File: src/rtl/jedro_1_prefetch_ifu_if.sv
// Instruction memory bus between the jedro_1 prefetch fetch unit (master) and instruction memory (slave).
interface jedro_1_prefetch_ifu_if #(
   parameter int DATA_WIDTH = 32
);
   logic [DATA_WIDTH-1:0] instr_req_addr;
   logic [DATA_WIDTH-1:0] instr_req_data;
   logic [3:0]            instr_req_strobe;
   logic                  instr_req_write;
   logic                  instr_req_valid;
   logic                  instr_req_ready;
   logic [DATA_WIDTH-1:0] instr_rsp_data;
   logic                  instr_rsp_error;
   logic                  instr_rsp_valid;
   logic                  instr_rsp_ready;

   modport master (
      output instr_req_addr, instr_req_data, instr_req_strobe, instr_req_write,
             instr_req_valid, instr_rsp_ready,
      input  instr_req_ready, instr_rsp_data, instr_rsp_error, instr_rsp_valid
   );

   modport slave (
      input  instr_req_addr, instr_req_data, instr_req_strobe, instr_req_write,
             instr_req_valid, instr_rsp_ready,
      output instr_req_ready, instr_rsp_data, instr_rsp_error, instr_rsp_valid
   );
endinterface

File: src/rtl/jedro_1_prefetch_ifu.sv
// Prefetching instruction fetch unit: keeps several reads in flight, buffers words in a
// tagged FIFO for the decoder, and drops in-flight responses after a jump.
module jedro_1_prefetch_ifu #(
   parameter int                    DATA_WIDTH      = 32,
   parameter logic [DATA_WIDTH-1:0] BOOT_ADDR       = 32'h8000_0000,
   parameter int                    FIFO_DEPTH      = 4,
   parameter int                    MAX_OUTSTANDING = 2
) (
   input  logic                  clk_i,
   input  logic                  rstn_i,
   jedro_1_prefetch_ifu_if.master instr_bus,
   output logic [DATA_WIDTH-1:0] dec_instr_o,
   output logic [DATA_WIDTH-1:0] dec_pc_o,
   output logic                  dec_bus_err_o,
   output logic                  dec_valid_o,
   input  logic                  dec_ready_i,
   input  logic                  jmp_addr_valid_i,
   input  logic [DATA_WIDTH-1:0] jmp_addr_i,
   output logic                  exception_ro,
   output logic [DATA_WIDTH-1:0] fault_addr_ro
);
   localparam int PTR_W = (FIFO_DEPTH > 1) ? $clog2(FIFO_DEPTH) : 1;
   localparam int CNT_W = PTR_W + 1;
   localparam int SUM_W = CNT_W + 1;

   typedef logic [CNT_W-1:0] cnt_t;

   localparam cnt_t             MAX_L   = CNT_W'(MAX_OUTSTANDING);
   localparam logic [SUM_W-1:0] DEPTH_L = SUM_W'(FIFO_DEPTH);

   logic [DATA_WIDTH-3:0] fetch_word;
   logic [DATA_WIDTH-1:0] dec_pc;
   cnt_t                  fifo_cnt;
   cnt_t                  outstanding;
   cnt_t                  discard_cnt;
   logic                  halted;
   logic [PTR_W-1:0]      wr_ptr;
   logic [PTR_W-1:0]      rd_ptr;

   logic [DATA_WIDTH-1:0] fifo_data [FIFO_DEPTH];
   logic                  fifo_err  [FIFO_DEPTH];

   logic [SUM_W-1:0] credits_used;
   logic             req_valid;
   logic             req_fire;
   logic             rsp;
   logic             push;
   logic             pop;
   logic             misaligned;

   // Entries already buffered plus responses still wanted must leave room in the FIFO.
   assign credits_used = SUM_W'(fifo_cnt) + SUM_W'(outstanding) - SUM_W'(discard_cnt);
   assign req_valid    = rstn_i & ~halted & ~jmp_addr_valid_i & (outstanding < MAX_L)
                         & (credits_used < DEPTH_L);
   assign req_fire     = req_valid & instr_bus.instr_req_ready;
   assign rsp          = instr_bus.instr_rsp_valid;
   assign push         = rsp & (discard_cnt == '0) & ~jmp_addr_valid_i;
   assign pop          = dec_valid_o & dec_ready_i & ~jmp_addr_valid_i;
   assign misaligned   = jmp_addr_i[1:0] != 2'b00;

   assign instr_bus.instr_req_addr   = {fetch_word, 2'b00};
   assign instr_bus.instr_req_data   = '0;
   assign instr_bus.instr_req_strobe = {4{rstn_i}};
   assign instr_bus.instr_req_write  = 1'b0;
   assign instr_bus.instr_req_valid  = req_valid;
   assign instr_bus.instr_rsp_ready  = 1'b1;

   assign dec_valid_o   = fifo_cnt != '0;
   assign dec_instr_o   = dec_valid_o ? fifo_data[rd_ptr] : '0;
   assign dec_bus_err_o = dec_valid_o & fifo_err[rd_ptr];
   assign dec_pc_o      = dec_pc;

   always_ff @(posedge clk_i or negedge rstn_i) begin
      if (!rstn_i) begin
         fetch_word    <= BOOT_ADDR[DATA_WIDTH-1:2];
         dec_pc        <= BOOT_ADDR;
         fifo_cnt      <= '0;
         outstanding   <= '0;
         discard_cnt   <= '0;
         halted        <= 1'b0;
         wr_ptr        <= '0;
         rd_ptr        <= '0;
         exception_ro  <= 1'b0;
         fault_addr_ro <= '0;
      end else if (jmp_addr_valid_i) begin
         // Everything still in flight belongs to the old path and must be dropped.
         fifo_cnt     <= '0;
         wr_ptr       <= '0;
         rd_ptr       <= '0;
         outstanding  <= outstanding - cnt_t'(rsp);
         discard_cnt  <= outstanding - cnt_t'(rsp);
         fetch_word   <= jmp_addr_i[DATA_WIDTH-1:2];
         dec_pc       <= jmp_addr_i;
         halted       <= misaligned;
         exception_ro <= misaligned;
         if (misaligned) begin
            fault_addr_ro <= jmp_addr_i;
         end
      end else begin
         outstanding <= outstanding + cnt_t'(req_fire) - cnt_t'(rsp);
         fifo_cnt    <= fifo_cnt + cnt_t'(push) - cnt_t'(pop);
         if (rsp && discard_cnt != '0) begin
            discard_cnt <= discard_cnt - cnt_t'(1);
         end
         if (req_fire) begin
            fetch_word <= fetch_word + (DATA_WIDTH-2)'(1);
         end
         if (push) begin
            wr_ptr <= wr_ptr + PTR_W'(1);
         end
         if (pop) begin
            rd_ptr <= rd_ptr + PTR_W'(1);
            dec_pc <= dec_pc + DATA_WIDTH'(4);
         end
      end
   end

   always_ff @(posedge clk_i) begin
      if (push) begin
         fifo_data[wr_ptr] <= instr_bus.instr_rsp_data;
         fifo_err[wr_ptr]  <= instr_bus.instr_rsp_error;
      end
   end
endmodule
File: src/flat_wrapper.sv
// flat-port wrapper written by rule: the top's interface ports become plain ports
module jedro_1_prefetch_ifu_flat 
#(
   parameter int                    DATA_WIDTH      = 32,
   parameter logic [DATA_WIDTH-1:0] BOOT_ADDR       = 32'h8000_0000,
   parameter int                    FIFO_DEPTH      = 4,
   parameter int                    MAX_OUTSTANDING = 2
)
  (clk_i, rstn_i, dec_instr_o, dec_pc_o, dec_bus_err_o, dec_valid_o, dec_ready_i, jmp_addr_valid_i, jmp_addr_i, exception_ro, fault_addr_ro, instr_bus_instr_req_addr, instr_bus_instr_req_data, instr_bus_instr_req_strobe, instr_bus_instr_req_write, instr_bus_instr_req_valid, instr_bus_instr_rsp_ready, instr_bus_instr_req_ready, instr_bus_instr_rsp_data, instr_bus_instr_rsp_error, instr_bus_instr_rsp_valid);
  jedro_1_prefetch_ifu_if #(.DATA_WIDTH(DATA_WIDTH)) instr_bus_i ();
  input  logic clk_i;
  input  logic rstn_i;
  output logic [DATA_WIDTH-1:0] dec_instr_o;
  output logic [DATA_WIDTH-1:0] dec_pc_o;
  output logic dec_bus_err_o;
  output logic dec_valid_o;
  input  logic dec_ready_i;
  input  logic jmp_addr_valid_i;
  input  logic [DATA_WIDTH-1:0] jmp_addr_i;
  output logic exception_ro;
  output logic [DATA_WIDTH-1:0] fault_addr_ro;
  output wire logic [$bits(instr_bus_i.instr_req_addr)-1:0] instr_bus_instr_req_addr;
  output wire logic [$bits(instr_bus_i.instr_req_data)-1:0] instr_bus_instr_req_data;
  output wire logic [$bits(instr_bus_i.instr_req_strobe)-1:0] instr_bus_instr_req_strobe;
  output wire logic [$bits(instr_bus_i.instr_req_write)-1:0] instr_bus_instr_req_write;
  output wire logic [$bits(instr_bus_i.instr_req_valid)-1:0] instr_bus_instr_req_valid;
  output wire logic [$bits(instr_bus_i.instr_rsp_ready)-1:0] instr_bus_instr_rsp_ready;
  input wire logic [$bits(instr_bus_i.instr_req_ready)-1:0] instr_bus_instr_req_ready;
  input wire logic [$bits(instr_bus_i.instr_rsp_data)-1:0] instr_bus_instr_rsp_data;
  input wire logic [$bits(instr_bus_i.instr_rsp_error)-1:0] instr_bus_instr_rsp_error;
  input wire logic [$bits(instr_bus_i.instr_rsp_valid)-1:0] instr_bus_instr_rsp_valid;
  assign instr_bus_instr_req_addr = instr_bus_i.instr_req_addr;
  assign instr_bus_instr_req_data = instr_bus_i.instr_req_data;
  assign instr_bus_instr_req_strobe = instr_bus_i.instr_req_strobe;
  assign instr_bus_instr_req_write = instr_bus_i.instr_req_write;
  assign instr_bus_instr_req_valid = instr_bus_i.instr_req_valid;
  assign instr_bus_instr_rsp_ready = instr_bus_i.instr_rsp_ready;
  assign instr_bus_i.instr_req_ready = instr_bus_instr_req_ready;
  assign instr_bus_i.instr_rsp_data = instr_bus_instr_rsp_data;
  assign instr_bus_i.instr_rsp_error = instr_bus_instr_rsp_error;
  assign instr_bus_i.instr_rsp_valid = instr_bus_instr_rsp_valid;
  jedro_1_prefetch_ifu #(.DATA_WIDTH(DATA_WIDTH), .BOOT_ADDR(BOOT_ADDR), .FIFO_DEPTH(FIFO_DEPTH), .MAX_OUTSTANDING(MAX_OUTSTANDING)) u_core (.clk_i(clk_i), .rstn_i(rstn_i), .instr_bus(instr_bus_i), .dec_instr_o(dec_instr_o), .dec_pc_o(dec_pc_o), .dec_bus_err_o(dec_bus_err_o), .dec_valid_o(dec_valid_o), .dec_ready_i(dec_ready_i), .jmp_addr_valid_i(jmp_addr_valid_i), .jmp_addr_i(jmp_addr_i), .exception_ro(exception_ro), .fault_addr_ro(fault_addr_ro));
endmodule
File: config.mk
export PLATFORM = sky130hd
export DESIGN_NAME = jedro_1_prefetch_ifu_flat
export DESIGN_NICKNAME = d
export VERILOG_FILES = /design/src/rtl/jedro_1_prefetch_ifu_if.sv /design/src/rtl/jedro_1_prefetch_ifu.sv /design/src/flat_wrapper.sv
export SDC_FILE = /design/constraint.sdc
export NUM_CORES = 1
export LEC_CHECK = 0
export ABC_AREA = 1
export ABC_CLOCK_PERIOD_IN_PS = 3100
export CORE_ASPECT_RATIO = 1.4
export CORE_MARGIN = 8
export CORE_UTILIZATION = 49
export CTS_BUF_LIST = sky130_fd_sc_hd__clkbuf_4
export DETAILED_ROUTE_END_ITERATION = 10
export GPL_TIMING_DRIVEN = 0
export PLACE_DENSITY = 0.8
export SYNTH_ARGS = -nofsm -noshare
export SYNTH_HDL_FRONTEND = slang
export SYNTH_SLANG_ARGS = --single-unit
export TNS_END_PERCENT = 1
File: constraint.sdc
create_clock -name clk_i -period 3.1 [get_ports clk_i]
set_clock_uncertainty 0.05 [all_clocks]
set_input_delay 0.465 -clock clk_i [delete_from_list [all_inputs] [get_ports clk_i]]
set_output_delay 0.465 -clock clk_i [all_outputs]
set_load 0.02 [all_outputs]
Yosys cells after proc, flatten, opt, wreduce, memory -nomap -nowiden
Memory sizes are Yosys's and may differ from the RTL's.
Cells that the tools add are included.
{ "word_totals": {"regBits": 108, "ram_bits": 132, "inputBits": 71, "wordCells": 62, "n_memories": 2} }
{ "classes": {"addsub": 12, "magnitude_cmp": 2, "muxes": 15, "bitwise": 12, "n_reduce_logical": 10} }
{ "mem_list": {"columns": ["name", "depth", "width", "read_ports", "rd_clocked_by_memory_dff", "write_ports", "line_no", "text"], "rows": [
  ["u_core.fifo_data", 4, 32, 1, 0, 1, "jedro_1_prefetch_ifu.sv:40", "logic [DATA_WIDTH-1:0] fifo_data [FIFO_DEPTH];"],
  ["u_core.fifo_err", 4, 1, 1, 0, 1, "jedro_1_prefetch_ifu.sv:41", "logic fifo_err [FIFO_DEPTH];"]
]} }
{ "op_table": {"columns": ["op", "n"], "rows": [
  ["32-bit 2-to-1 mux", 3],
  ["30-bit 2-to-1 mux", 2],
  ["32-bit by 3-bit adder with 32-bit output, second input constant", 1],
  ["30-bit by 1-bit adder with 30-bit output, second input constant", 1],
  ["3-bit 2-to-1 mux", 4],
  ["1-bit bitwise AND", 10],
  ["2-bit nonzero test", 5],
  ["3-bit by 1-bit subtractor with 3-bit output", 3],
  ["2-bit 2-to-1 mux", 4],
  ["3-bit by 1-bit adder with 3-bit output", 2],
  ["3-bit nonzero test", 2],
  ["2-bit by 1-bit adder with 2-bit output, second input constant", 2],
  ["3-bit by 3-bit adder with 4-bit output", 1],
  ["4-bit by 3-bit < comparator with 1-bit output, second input constant", 1],
  ["4-bit by 3-bit subtractor with 4-bit output", 1],
  ["3-bit logical NOT", 1],
  ["3-bit by 2-bit < comparator with 1-bit output, second input constant", 1],
  ["3-bit by 1-bit subtractor with 3-bit output, second input constant", 1],
  ["1-bit 2-to-1 mux", 2],
  ["1-bit NOT", 2],
  ["2-bit AND reduction", 1],
  ["1-bit logical AND", 1]
]} }

Depth between registers and ports, before layout
{ "depth": {"word_depth": 9, "depth_mapped": 17, "mapped_depth_nobuf": 16} }

Worst setup path after synthesis
No wires, ideal clock.
{ "synth_path": {"kind": "reg-to-reg", "from": "register u_core.discard_cnt[1]", "to": "memory u_core.fifo_data[0][0], enable pin", "setup_ns": 0.423, "t_arrival_ns": 2.403, "path_slack_ns": 0.224, "stages_incl_launch_ff": 7, "cell_sequence": "dfrtp_1 inv_1 ha_1 nand3_1 nor2_1 inv_1 nor2_1"} }
{ "synth_between": {"elab_chain_cells": 5} }
{ "synth_rtl": {"columns": ["element", "line_no", "text"], "rows": [
  ["start, declared", "jedro_1_prefetch_ifu.sv:35", "cnt_t discard_cnt;"],
  ["start signal, assigned", "jedro_1_prefetch_ifu.sv:91", "discard_cnt <= outstanding - cnt_t'(rsp);"],
  ["start signal, assigned", "jedro_1_prefetch_ifu.sv:103", "discard_cnt <= discard_cnt - cnt_t'(1);"],
  ["3-bit logical NOT", "jedro_1_prefetch_ifu.sv:57", "assign push = rsp & (discard_cnt == '0) & ~jmp_addr_valid_i;"],
  ["1-bit bitwise AND (2 in a row)", "jedro_1_prefetch_ifu.sv:57", null],
  ["1-bit 2-to-1 mux", "jedro_1_prefetch_ifu.sv:119", "if (push) begin"],
  ["1-bit 2-to-1 mux (not written as such)", "jedro_1_prefetch_ifu.sv:120", "fifo_data[wr_ptr] <= instr_bus.instr_rsp_data;"],
  ["end, declared", "jedro_1_prefetch_ifu.sv:40", null]
]} }
Every way passes these cells.

Worst setup path after layout
{ "layout_path": {"from": "register u_core.fifo_cnt[2]", "to": "output instr_bus_instr_req_valid"} }
{ "layout_between": {"elab_chain_cells": 4} }
{ "layout_rtl": {"columns": ["element", "line_no", "text"], "rows": [
  ["start, declared", "jedro_1_prefetch_ifu.sv:33", "cnt_t fifo_cnt;"],
  ["start signal, assigned", "jedro_1_prefetch_ifu.sv:101", "fifo_cnt <= fifo_cnt + cnt_t'(push) - cnt_t'(pop);"],
  ["3-bit by 3-bit adder with 4-bit output", "jedro_1_prefetch_ifu.sv:52", "assign credits_used = SUM_W'(fifo_cnt) + SUM_W'(outstanding) - SUM_W'(discard_cnt);"],
  ["4-bit by 3-bit subtractor with 4-bit output", "jedro_1_prefetch_ifu.sv:52", null],
  ["4-bit by 3-bit < comparator with 1-bit output", "jedro_1_prefetch_ifu.sv:54", "& (credits_used < DEPTH_L);"],
  ["1-bit bitwise AND", "jedro_1_prefetch_ifu.sv:54", null],
  ["end, declared", "flat_wrapper.sv:26", "output wire logic [$bits(instr_bus_i.instr_req_valid)-1:0] instr_bus_instr_req_valid;"]
]} }
Every way passes these cells.

==> results.yml <==
outcome:
  status: "complete, but fails checks"
  violations: "negative setup slack"
detailed_routing:
  drtIter0Drc: 757
  vias: 10320
  antenna_left: 0
  post_drt_wl_per_cell_um: 18.02
  drtPass1Iterations: 5
  drt-total-wl_mm: 35.96
  drc: 0
  via_per_inst: 5.171
timing:
  hold_violations: 0
  fmax_ghz: 0.3225
  fin_ws_ps: -1.179
  finalCritPeriodShare: 1.000
  grt_setup_unrepaired: "yes"
  holdWs_ps: 230.9
  fin_crit_ps: 3101
  slew_headroom: 0.5465
  max_slew.worst_pin.slew_ps: 680.3
  drv_slew: 0
  setup-violations-final: 1
floorplanning:
  ios: 241
  core-area_um2: 24420
  start_util: 0.4930
  die_height_um: 201.5
  die-area_um2: 29910
  placementRows: 68
  fp.dieW_um: 148.5
yosys:
  synth_top_cells_by_area: "edfxtp_1, dfrtp_1, nand2_1"
  synthArstFlopShare: 0.4500
  syn_area_per_cell_um2: 9.058
  synth.distinct_cells: 42
  seq_area_frac_synth: 0.5540
  ys_warn_count: 0
  ys.flop_type: "edfxtp_1"
  yosys.area.top_type_share: 0.3293
  synth_top_area_cell: "edfxtp_1"
  syn_inst: 1329
  ys_ff_latch: 240
  synth_edf_count: 132
  syn_area_um2: 12040
critical_path:
  required_ps: 2580
  critPathKind: "flip-flop to output port"
  path_cells: "fa_1 -> ha_4 -> nand2_1 -> inv_1 -> nand2_2 -> nand2_2 -> nand2_1 -> nand2_2 -> nor2_4 -> buf_6"
  cp.arrival_ps: 2590
  max_stage_delay_ps: 590
  cp_slowest_cell: "fa_1"
  r2r_start: "u_core.fifo_cnt[2]$_DFF_PN0_"
  crit_fanout: 4
  worstSetupStartpoint: "u_core.fifo_cnt[2]$_DFF_PN0_"
  cpMostUsedCell: "nand2_2"
  critPathCaptureType: "output port"
  startpoint_type: "flip-flop"
run:
  max-cap-violations: 0
place:
  gp_congestion: 0.9385
  pre_cts_ws_ps: -31.31
  portBuffers: 204
  dp_hpwl_mm: 26.95
cts:
  clk_latency_ps: 680
  cts_made_buffers: 56
  cts_root_buffer: "clkbuf_4"
  cts_tree: "built"
  max-clock-path-buffers: 3
  htreeDepth: 2
  cts_sinks: 240
  clk_pin_slew_worst_paths_ps: 90
finish:
  num-fill-cells: 2020
  drive_gt1_frac: 0.1525
  nNetsFinal: 1730
  syn_to_final_growth_pct: 29.20
grt:
  grt_max_degree: 66
  grt_pass1_wl_mm: 55.55
  globalRouteOverflowTotal: 0
  grtUsageTotal: 0.2373
  grt_antenna_before_repair: 3
  grt_pass1_vias: 10300
worst_hold_path:
  hold_path_class: "input port to asynchronous set/reset pin"
power_and_ir_drop:
  p_per_area_nw_per_um2: 693.8
  fin_total_pwr_w: 0.01079
  leakage_nw: 6.820
  vdd_ir_drop_max_mv: 0.4599
-- synthesized netlist by cell type, drive strengths merged, types with 3 or more instances --
library cell  instances
nand2               360
nor2                216
edfxtp              132
dfrtp               106
o21ai               102
nand3                94
inv                  86
buf                  65
a21oi                44
clkbuf               24
xor2                 19
ha                   18
nand3b               12
xnor2                 9
nand4                 7
nor3                  7
o211ai                5
a31oi                 4
fa                    4
o21bai                4
and2                  3
-- cell type report --
cell class / count / area, um2 / share of cell area
antenna: 2 / 5.005 / 0.0003218
buffer: 89 / 593.1 / 0.03813
tap: 315 / 394.1 / 0.02534
multi-input combinational: 948 / 4710 / 0.3028
inverter: 86 / 322.8 / 0.02076
clock inverter: 18 / 78.83 / 0.005068
clock buffer: 82 / 615.6 / 0.03958
sequential: 240 / 6669 / 0.4288
timing repair buffer: 216 / 2165 / 0.1392
-- metrics by stage --
stage | cell area [um2] | util | std cells | setup TNS [ps]
after floorplan | 12170 | - | 1363 | 0
after global placement | 14600 | 0.5980 | 1882 | -625780
after detailed placement | 14760 | 0.6043 | 1887 | -31.31
after CTS | 15510 | 0.6353 | 1991 | -304.3
after global routing | 15550 | 0.6368 | 1995 | -284.8
final | 15550 | 0.6369 | 1996 | -1.179
-- report_power, final --
group / switching [W] / leakage [nW] / internal [W]
clock network: 0.00123 / 0.410 / 0.00121
logic: 0.00267 / 3.90 / 0.00167
registers: 0.000324 / 2.51 / 0.00368
-- registers in the layout (all words and copies together), names as in the netlist --
signal / flops
u_core.outstanding: 3
u_core.fifo_cnt: 3
u_core.rd_ptr: 2
u_core.fifo_data: 128
u_core.fetch_word: 30
u_core.fifo_err: 4
u_core.wr_ptr: 2
u_core.fault_addr_ro: 32
u_core.exception_ro: 1
u_core.discard_cnt: 3
u_core.dec_pc_o: 32
-- per-layer routing --
metal	track usage	part of all wire	vias to the layer above
met5	0	0.00053	-
met4	0.1085	0.042	4
met3	0.06160	0.090	76
met2	0.4170	0.51	436
met1	0.2616	0.36	4857
li1	-	-	4949
-- worst paths after layout --
path                                                        end  slack, ps  cells past startpoint
hold reg to reg            u_core.fault_addr_ro[17]$_DFFE_PN0P_        420                      2
setup reg to reg                u_core.outstanding[1]$_DFF_PN0_         50                     14
max in group asynchronous          u_core.wr_ptr[0]$_DFFE_PN0P_       2060                      3
hold / removal             u_core.fault_addr_ro[22]$_DFFE_PN0P_        230                      2
setup / recovery                      instr_bus_instr_req_valid         -1                     10
min in group clk_i         u_core.fault_addr_ro[22]$_DFFE_PN0P_        300                      3
-- critical path: cells and delay by family, from the launching register on --
kind | cells | cell delay (ps)
AND/OR/NAND/NOR | 6 | 490
buffers and inverters | 2 | 170
adder cells (fa/ha/maj) | 2 | 810
flip-flops | 1 | 430
-- logic make-up (layout without fill, tap and decap cells) --
family                   after synthesis  in the layout  share of synthesized area
flip-flops                           240            240                     0.5540
XOR/XNOR                              28             28                    0.02037
buffers and inverters                175            491                    0.07286
AND/OR/NAND/NOR                      702            702                     0.2574
adder cells (fa/ha/maj)               22             22                    0.02536
other                                  2             38                  0.0006239
AO/OA/AOI/OAI                        160            160                    0.06943
-- repair_timing --
item | 4_1_cts | 5_1_grt
setup buffers | 3 | 3
endpoints found under the hold margin | 43 | 0
hold buffers | 1 | 0
endpoints found under the setup margin | 36 | 18
pin swaps | 5 | 5
resized for setup | 64 | 29
-- cells in the final DEF (no fill, tap or decap), types with 14 or more instances in the layout --
cell type          n
o21ai_0           99
inv_1             82
edfxtp_1         132
buf_2             14
clkbuf_2          17
nand3_2           22
nand2_2           20
xor2_1            19
clkbuf_4          86
nor2_1           199
buf_4             50
nand2_1          339
a21oi_1           43
ha_1              15
dfrtp_1          106
conb_1            36
dlygate4sd2_1     20
nand3_1           71
clkdlybuf4s50_1  169
(Power assumes the default switching activity.)
